[src/rtl/rob_flush_sequencer_pkg.sv]
// rob_flush_sequencer_pkg: shared constants, tag type and FSM encoding for the ROB flush sequencer.
package rob_flush_sequencer_pkg;
    localparam int N_ROB = 32;
    localparam int N_WAY = 3;
    localparam int CDB_BITS = 6;
    localparam int CNT_BITS = $clog2(N_ROB) + 1;

    typedef logic [CDB_BITS-1:0] tag_t;

    localparam tag_t ZERO_REG_PR = '0;

    typedef enum logic [1:0] {IDLE, DRAIN, DONE} fsm_e;

    function automatic logic [CNT_BITS-1:0] popcount(input logic [N_ROB-1:0] v);
        popcount = '0;
        for (int i = 0; i < N_ROB; i++) popcount += CNT_BITS'(v[i]);
    endfunction
endpackage

[src/rtl/rob_flush_sequencer_if.sv]
// rob_flush_sequencer_if: ROB capture, free-list return and dispatch status signals of the flush sequencer.
interface rob_flush_sequencer_if;
    import rob_flush_sequencer_pkg::*;

    logic                      flush_req;
    logic [N_ROB*CDB_BITS-1:0] flush_tags;
    logic                      free_ready;
    logic [N_WAY-1:0]          free_valid;
    logic [N_WAY*CDB_BITS-1:0] free_tag;
    logic                      dispatch_stall;
    logic                      busy;
    logic [CNT_BITS-1:0]       pending_cnt;
    logic                      flush_done;
    logic                      flush_overrun;

    modport master (
        output flush_req, flush_tags, free_ready,
        input  free_valid, free_tag, dispatch_stall, busy, pending_cnt, flush_done, flush_overrun
    );

    modport slave (
        input  flush_req, flush_tags, free_ready,
        output free_valid, free_tag, dispatch_stall, busy, pending_cnt, flush_done, flush_overrun
    );
endinterface

[src/rtl/rob_flush_sequencer_lowest_n_picker.sv]
// lowest_n_picker: one-hot grants for the N_WAY lowest set bits of a valid vector, lane 0 = lowest.
module lowest_n_picker #(
    parameter int N_ROB = 32,
    parameter int N_WAY = 3
) (
    input  logic [N_ROB-1:0]            valid,
    output logic [N_WAY-1:0][N_ROB-1:0] grant,
    output logic [N_WAY-1:0]            hit
);
    logic [N_WAY-1:0][N_ROB-1:0] rem;

    assign rem[0] = valid;

    for (genvar w = 0; w < N_WAY; w++) begin : g_lane
        // x & -x isolates the lowest set bit
        assign grant[w] = rem[w] & (-rem[w]);
        assign hit[w] = |rem[w];
        if (w < N_WAY - 1) begin : g_next
            assign rem[w+1] = rem[w] & ~grant[w];
        end
    end
endmodule

[src/rtl/rob_flush_sequencer.sv]
// rob_flush_sequencer: captures a ROB flush tag vector and drains it to the free list N_WAY tags per cycle.
module rob_flush_sequencer
    import rob_flush_sequencer_pkg::*;
(
    input  logic                  clock,
    input  logic                  reset,
    rob_flush_sequencer_if.slave  fs
);
    fsm_e                        state_q, state_d;
    logic [N_ROB-1:0]            valid_q, valid_d, cap_valid, clr;
    tag_t [N_ROB-1:0]            tag_q;
    tag_t [N_WAY-1:0]            lane_tag;
    logic [CNT_BITS-1:0]         cnt_q;
    logic                        overrun_q;
    logic [N_WAY-1:0][N_ROB-1:0] grant;
    logic [N_WAY-1:0]            hit;
    logic                        capture, busy, draining;

    lowest_n_picker #(.N_ROB(N_ROB), .N_WAY(N_WAY)) u_picker (
        .valid (valid_q),
        .grant (grant),
        .hit   (hit)
    );

    always_comb begin
        for (int i = 0; i < N_ROB; i++)
            cap_valid[i] = fs.flush_tags[i*CDB_BITS +: CDB_BITS] != '0 &&
                           fs.flush_tags[i*CDB_BITS +: CDB_BITS] != ZERO_REG_PR;
    end

    always_comb begin
        clr = '0;
        for (int w = 0; w < N_WAY; w++) clr |= grant[w];
    end

    always_comb begin
        lane_tag = '0;
        for (int w = 0; w < N_WAY; w++)
            for (int i = 0; i < N_ROB; i++)
                lane_tag[w] |= grant[w][i] ? tag_q[i] : '0;
    end

    always_comb begin
        state_d = state_q;
        valid_d = valid_q;
        capture = 1'b0;
        case (state_q)
            IDLE: if (fs.flush_req) begin
                capture = 1'b1;
                valid_d = cap_valid;
                state_d = |cap_valid ? DRAIN : DONE;
            end
            DRAIN: if (fs.free_ready) begin
                valid_d = valid_q & ~clr;
                state_d = |(valid_q & ~clr) ? DRAIN : DONE;
            end
            DONE: state_d = IDLE;
            default: state_d = IDLE;
        endcase
    end

    always_ff @(posedge clock or negedge reset) begin
        if (!reset) begin
            state_q   <= IDLE;
            valid_q   <= '0;
            tag_q     <= '0;
            cnt_q     <= '0;
            overrun_q <= 1'b0;
        end else begin
            state_q <= state_d;
            valid_q <= valid_d;
            cnt_q   <= popcount(valid_d);
            if (capture) tag_q <= fs.flush_tags;
            // a request while busy leaves the buffer alone; only the sticky flag records it
            if (busy && fs.flush_req) overrun_q <= 1'b1;
        end
    end

    assign busy              = state_q != IDLE;
    assign draining          = state_q == DRAIN;
    assign fs.busy           = busy;
    assign fs.dispatch_stall = fs.flush_req | busy;
    assign fs.flush_done     = state_q == DONE;
    assign fs.pending_cnt    = cnt_q;
    assign fs.flush_overrun  = overrun_q;
    assign fs.free_valid     = draining ? hit : '0;
    assign fs.free_tag       = draining ? lane_tag : '0;
endmodule

[src/flat_wrapper.sv]
// flat-port wrapper written by rule: the top's interface ports become plain ports
module rob_flush_sequencer_flat import rob_flush_sequencer_pkg::*;
  (clock, reset, fs_flush_req, fs_flush_tags, fs_free_ready, fs_free_valid, fs_free_tag, fs_dispatch_stall, fs_busy, fs_pending_cnt, fs_flush_done, fs_flush_overrun);
  rob_flush_sequencer_if fs_i ();
  input  logic clock;
  input  logic reset;
  input wire logic [$bits(fs_i.flush_req)-1:0] fs_flush_req;
  input wire logic [$bits(fs_i.flush_tags)-1:0] fs_flush_tags;
  input wire logic [$bits(fs_i.free_ready)-1:0] fs_free_ready;
  output wire logic [$bits(fs_i.free_valid)-1:0] fs_free_valid;
  output wire logic [$bits(fs_i.free_tag)-1:0] fs_free_tag;
  output wire logic [$bits(fs_i.dispatch_stall)-1:0] fs_dispatch_stall;
  output wire logic [$bits(fs_i.busy)-1:0] fs_busy;
  output wire logic [$bits(fs_i.pending_cnt)-1:0] fs_pending_cnt;
  output wire logic [$bits(fs_i.flush_done)-1:0] fs_flush_done;
  output wire logic [$bits(fs_i.flush_overrun)-1:0] fs_flush_overrun;
  assign fs_i.flush_req = fs_flush_req;
  assign fs_i.flush_tags = fs_flush_tags;
  assign fs_i.free_ready = fs_free_ready;
  assign fs_free_valid = fs_i.free_valid;
  assign fs_free_tag = fs_i.free_tag;
  assign fs_dispatch_stall = fs_i.dispatch_stall;
  assign fs_busy = fs_i.busy;
  assign fs_pending_cnt = fs_i.pending_cnt;
  assign fs_flush_done = fs_i.flush_done;
  assign fs_flush_overrun = fs_i.flush_overrun;
  rob_flush_sequencer u_core (.clock(clock), .reset(reset), .fs(fs_i));
endmodule
[config.mk]
export PLATFORM = sky130hd
export DESIGN_NAME = rob_flush_sequencer_flat
export DESIGN_NICKNAME = d
export VERILOG_FILES = /design/src/rtl/rob_flush_sequencer_pkg.sv /design/src/rtl/rob_flush_sequencer_if.sv /design/src/rtl/rob_flush_sequencer_lowest_n_picker.sv /design/src/rtl/rob_flush_sequencer.sv /design/src/flat_wrapper.sv
export SDC_FILE = /design/constraint.sdc
export NUM_CORES = 1
export LEC_CHECK = 0
export ABC_AREA = 0
export CAP_MARGIN = 10
export CORE_UTILIZATION = 25
export CTS_CLUSTER_DIAMETER = 30
export DETAILED_ROUTE_END_ITERATION = 8
export GPL_TIMING_DRIVEN = 0
export PLACE_DENSITY = 0.49
export SETUP_SLACK_MARGIN = 0.5
export SYNTH_ARGS = -nofsm -noshare
export SYNTH_HDL_FRONTEND = slang
export SYNTH_SLANG_ARGS = --single-unit
[constraint.sdc]
create_clock -name clock -period 12.5 [get_ports clock]
set_input_delay 3.75 -clock clock [delete_from_list [all_inputs] [get_ports clock]]
set_output_delay 3.75 -clock clock [all_outputs]
set_load 0.1 [all_outputs]
==> results of run 1 <==
[stage by stage]
stage / utilization [%] / instances
CTS: 34.0 / 3334
detailed placement: 30.7 / 3224
global route: 34.0 / 3334
finish: 34.0 / 3335
global placement: 30.5 / 3216
floorplan: - / 2135
[sequential cells by signal, summed over array words and instances (netlist names)]
| signal | flops |
|---|---|
| u_core.tag_q | 192 |
| u_core.valid_q | 32 |
| u_core.fs.pending_cnt | 6 |
| u_core.state_q | 2 |
| u_core.fs.flush_overrun | 1 |
[path summary, 6_finish.rpt]
check | start | endpoint | slack, ps | cells after the start
hold / removal | u_core.fs.flush_overrun | u_core.fs.flush_overrun | 450 | 1
min in group asynchronous | reset | u_core.fs.flush_overrun | 3010 | 1
setup reg to reg | u_core.valid_q[3] | u_core.fs.pending_cnt[4] | 2640 | 27
hold reg to reg | u_core.fs.flush_overrun | u_core.fs.flush_overrun | 450 | 1
max in group asynchronous | reset | u_core.tag_q[9] | 8190 | 3
setup / recovery | u_core.valid_q[1] | fs_free_tag[14] | 900 | 14
[final cells by class]
cell class              count  area, µm²  area share (%)
inverters                  69        259            1.18
well taps                 855       1070            4.89
flip-flops and latches    233       5830            26.6
clock buffers              79       1660            7.60
repair buffers            234       2390            10.9
multi-input cells        1711       9760            44.6
diodes                      1       2.50          0.0114
clock inverters            31        437            1.99
plain buffers             122        479            2.19
[cells in the final DEF, fill, tap and decap left out, drive strengths merged, types with 12 or more instances in the layout]
| cell type | synthesis | layout |
|---|---|---|
| a222oi | 26 | 26 |
| nor3 | 54 | 54 |
| nor2 | 140 | 140 |
| a221o | 36 | 36 |
| clkbuf | 95 | 174 |
| a21oi | 62 | 62 |
| and3 | 26 | 26 |
| nand4 | 38 | 38 |
| buf | 27 | 36 |
| a221oi | 57 | 57 |
| or4 | 17 | 17 |
| clkinv | 1 | 12 |
| a22o | 19 | 19 |
| a22oi | 76 | 76 |
| nor4 | 59 | 59 |
| a32oi | 12 | 12 |
| o31ai | 18 | 18 |
| inv | 68 | 70 |
| clkdlybuf4s50 | 0 | 225 |
| a2111oi | 12 | 12 |
| nand3 | 33 | 33 |
| nand2 | 739 | 739 |
| fa | 24 | 24 |
| o21ai | 59 | 59 |
| dfrtp | 233 | 233 |
| a31oi | 28 | 28 |
| nor2b | 12 | 12 |
| a32o | 12 | 12 |
| and2 | 13 | 13 |
[power by group through the flow]
stage               Combinational (µW)  Clock, µW  Sequential (µW)
detailed placement                4370          0             1720
global placement                  4360          0             1730
global route                      4780       1670             1770
floorplan                         3020          0             1430
finish                            4410       1610             1760
CTS                               4390       1630             1720
[per-layer routing]
metal  GRT usage (%)  vias to the layer above  routed length [µm]
li1                -                     8388                   -
met1            40.5                     9478               43000
met2            41.6                      990               40300
met3            4.88                      160                7540
met4            9.81                        0                3430
met5               0                        -                   0
[cell families (layout without fill, tap and decap cells)]
group	count (synthesis)	after routing	share of synthesized area [%]
DFF	233	233	35.7
xor gates and xnor gates	12	12	0.644
AOI/OAI and AO/OA	499	499	23.5
buffers and inverters	191	535	4.52
and+or+nand+nor	1163	1163	31.7
muxes	3	3	0.192
other	0	1	0
adders and majority gates	34	34	3.68
[worst register-to-register path, delay by kind of cell, from the launching register on]
kind            cells  cell delay, ps
compound gates      6            1850
fa+ha+maj           8            3880
flops               1             420
buf+inv             6            1020
xor+xnor            1             140
simple gates        6            2420
==> impl_metrics.toml, run 1 <==
[layout]
syn_to_final_growth_pct = 34.1
nFillCells = 6889
nNetsFinal = 2659
stdcell_area_um2 = 21900
layout-drive-gt1-share_pct = 6.37

[power]
comb_power_share_pct = 56.7
switching_share_pct = 54.3
p_leak_uw = 0.00934
p_int_uw = 3550
seqPwrFrac_pct = 22.6
p_total_uw = 7780
p_sw_uw = 4220
p_clk_share_pct = 20.7
ir_drop_v = 0.000343
powerDensity_nw_per_um2 = 355

[synth]
yosysWarnings = 0
synth_cells = 2135
synth_common_cells = "739 x nand2_1, 233 x dfrtp_1, 139 x nor2_1"
synthArstFlopShare_pct = 100
synth_nets = 2363
syn-mean-instance-area_um2 = 7.64
ys_types = 87
seq_area_frac_synth_pct = 35.7
synthTopCellsByArea = "dfrtp_1 36%, nand2_1 17%, a22oi_1 3.5%, nor2_1 3.2%, a221oi_1 3.1%"
synth_edf_count = 0
yosysMostFrequentCell = "nand2_1"
synth_largest_area_cell = "dfrtp_1"
ys_ff_latch = 233
netlist.area_leader.share_pct = 35.7
synth_area_um2 = 16300
ys.flop_type = "dfrtp_1"

[detailed_routing]
dr.pass1.iters = 8
vias_per_cell = 5.70
vias = 19016
drt_wl_total_um = 94300
drc = 0
drtIter0Drc = 2485
routedWlPerCell_um = 28.3
antenna_left = 0

[global_route]
globalRouteOverflowTotal = 0
grt_max_degree = 117
grt_antenna_before_repair = 0
grt.total_usage_pct = 28.0
grt_pass1_wl_um = 135000
grt_pass1_vias = 18489

[die]
die_height_um = 257
die_area_um2 = 66300
row_count = 93
core_area_um2 = 64500
die_x_um = 257
io_pins = 227
start_util_pct = 25.3

[clock_tree]
clock_path_buffers = 3
clock_sinks = 233
cts_tree = "yes"
clk_pin_slew_ps = 40
htreeDepth = 2
cts_buffers = 60
clock-root-buffer = "clkbuf_16"
cts_setup_buffers = 0
clk_latency_ps = 620
cts_resized = 0
holdBufCountCts = 0

[critical_path]
end_kind = "primary output"
critPathSlowestCell = "clkdlybuf4s50_1"
max_stage_delay_ps = 1180
crit_path_cell_trace = "clkbuf_1 -> nor3_1 -> nand3_1 -> o31ai_1 -> and3_1 -> nand4_4 -> buf_2 -> o31ai_2 -> nand2_1 -> nor3_1 -> a32o_1 -> a221oi_1 -> a31oi_1 -> clkdlybuf4s50_1"
worstSetupStartpointType = "register"
critPathKind = "reg -> out"
required_ps = 8750
cpMostUsedCell = "nor3_1"
crit_arrival_ps = 7850
crit_buf_inv = 3
crit_fanout = 10
cp_top_family = "simple AND/OR/NAND/NOR gates"

[sta]
tns_ps = 0
tightest_slew_ps = 1370
max_freq_mhz = 86.2
hold_violations = 0
maxSlewHeadroom_pct = 8.13
clock_skew_ps = 10.5
fin_crit_ps = 11600
fin_crit_sh_pct = 92.8
slew_viol_final = 0
rsz0062_at_grt = "false"
hold_slack_ps = 450
finalSetupViolations = 0
fin_ws_ps = 901

[place]
place_area_um2 = 19800
dpl.hpwl_um = 77600
port_buffers = 226
place_ws_ps = 1210
gp_congestion = 0.964

[run]
maxCapViolCount = 0

[hold_path]
min_path_type = "reg -> reg"

[run_status]
outcome = "completed"
(Power assumes the default switching activity.)
==> run 2: changes to the inputs <==
Settings changed: GPL_TIMING_DRIVEN 0 to unset, REMOVE_ABC_BUFFERS set to 1.
==> impl_metrics.toml, run 2 (synthesis results as in run 1) <==
[run_status]
outcome = "completed"

[detailed_routing]
antenna_left = 0
dr_wl_met2_um = 39300
drtIter0Drc = 2233
routedWlPerCell_um = 26.3
vias_per_cell = 5.63
vias = 18258
highest_layer = "met5"
drt_wl_total_um = 85200
drc = 0
wl_met3_um = 6390
drt-met1-wl_um = 35000
dr.pass1.iters = 9

[critical_path]
crit_fanout = 23
worstSetupStartpointType = "register"
r2r_cells = 25
end_kind = "primary output"
critPathKind = "reg -> out"
required_ps = 8750
crit_arrival_ps = 7760

[global_route]
grt_max_degree = 84
grt_pass1_wl_um = 125000
grt_pass1_vias = 18055
grt_antenna_before_repair = 3
grt.total_usage_pct = 25.4
globalRouteOverflowTotal = 0

[place]
gp_congestion = 1.05
place_area_um2 = 19400
port_buffers = 226
dpl.hpwl_um = 67000
place_ws_ps = 1650

[layout]
final_common_cell = "nand2_1"
antenna_cells = 0
final_core_util_pct = 34.1
layout_common_cells = "738 x nand2_1, 233 x dfrtp_1, 225 x clkdlybuf4s50_1, 138 x nor2_1, 76 x a22oi_1"
stdcell_area_um2 = 22000
syn_to_final_growth_pct = 34.6
nFillCells = 6885
nNetsFinal = 2563
largest_reg_flops = 192
regMostFlops = "u_core.tag_q"
layout-drive-gt1-share_pct = 7.79

[clock_tree]
clock_path_buffers = 3
htreeDepth = 3
cts_resized = 0
cts_buffers = 68
clock-root-buffer = "clkbuf_16"
clk_pin_slew_ps = 40
cts_tree = "yes"
clk_latency_ps = 610
clock_sinks = 233
cts_setup_buffers = 0
holdBufCountCts = 0

[sta]
fin_ws_ps = 994
finalSetupViolations = 0
tightest_slew_ps = 1360
fin_crit_ps = 11510
clock_skew_ps = 26.0
fin_crit_sh_pct = 92.0
rsz0062_at_grt = "false"
hold_violations = 0
slew_viol_final = 0
max_freq_mhz = 86.9
maxSlewHeadroom_pct = 8.31

[die]
io_pins = 227
die_x_um = 257
die_height_um = 257
start_util_pct = 25.3
row_count = 93
core_area_um2 = 64500
die_area_um2 = 66300

[power]
ir_drop_v = 0.000503
powerDensity_nw_per_um2 = 368
p_leak_uw = 0.00945

[hold_path]
min_path_type = "reg -> reg"
holdPathStages = 1

[run]
maxCapViolCount = 0
-- run 2: per-stage QoR --
step / hold WS, ps / setup TNS [ps] / std cells / power (µW)
final: 474 / 0 / 3244 / 8070
after global routing: 511 / 0 / 3244 / 8510
after CTS: 472 / 0 / 3244 / 8060
after detailed placement: 466 / 0 / 3120 / 6090
after global placement: 456 / 0 / 3120 / 6080
after floorplan: 440 / -6690 / 2013 / 4410
-- run 2: final cells by class --
cell class | instances | area (µm²) | area share, %
Sequential cell | 233 | 5830 | 26.5
Timing Repair Buffer | 252 | 2460 | 11.2
Clock inverter | 29 | 581 | 2.64
Tap cell | 855 | 1070 | 4.87
Clock buffer | 95 | 1980 | 9.03
Multi-Input combinational cell | 1711 | 9780 | 44.5
Inverter | 69 | 259 | 1.18
-- run 2: metal layers --
layer  vias up  global-route usage, %
li1       8172                      -
met1      8980                   32.7
met2       909                   40.4
met3       195                   4.84
met4         2                   12.8
met5         -                      0
-- run 2: critical path, cell delays in order (launching register included) --
cell and delay, ps:
dfrtp_1 670, maj3_1 610, nor4_1 700, nor2_1 280, o31ai_1 620, nand4_2 410, a21oi_2 570, nand2_1 470
or3_1 610, a2111oi_4 500, a221oi_1 180, a31oi_1 300, clkdlybuf4s50_1 1200
-- run 2: report_power, final --
| group | internal (µW) | leakage [µW] | switching, µW |
|---|---|---|---|
| clock | 1360 | 0.00123 | 555 |
| combinational | 1340 | 0.00530 | 3040 |
| sequential | 1120 | 0.00292 | 671 |
-- run 2: path summary, 6_finish.rpt --
check	startpoint	to	slack, ps
hold / removal	u_core.fs.flush_overrun	u_core.fs.flush_overrun	470
max in group asynchronous	reset	u_core.tag_q[139]	7420
setup / recovery	u_core.valid_q[3]	fs_free_tag[16]	990
min in group asynchronous	reset	u_core.tag_q[9]	3060
hold reg to reg	u_core.fs.flush_overrun	u_core.fs.flush_overrun	470
setup reg to reg	u_core.valid_q[3]	u_core.fs.pending_cnt[4]	2540
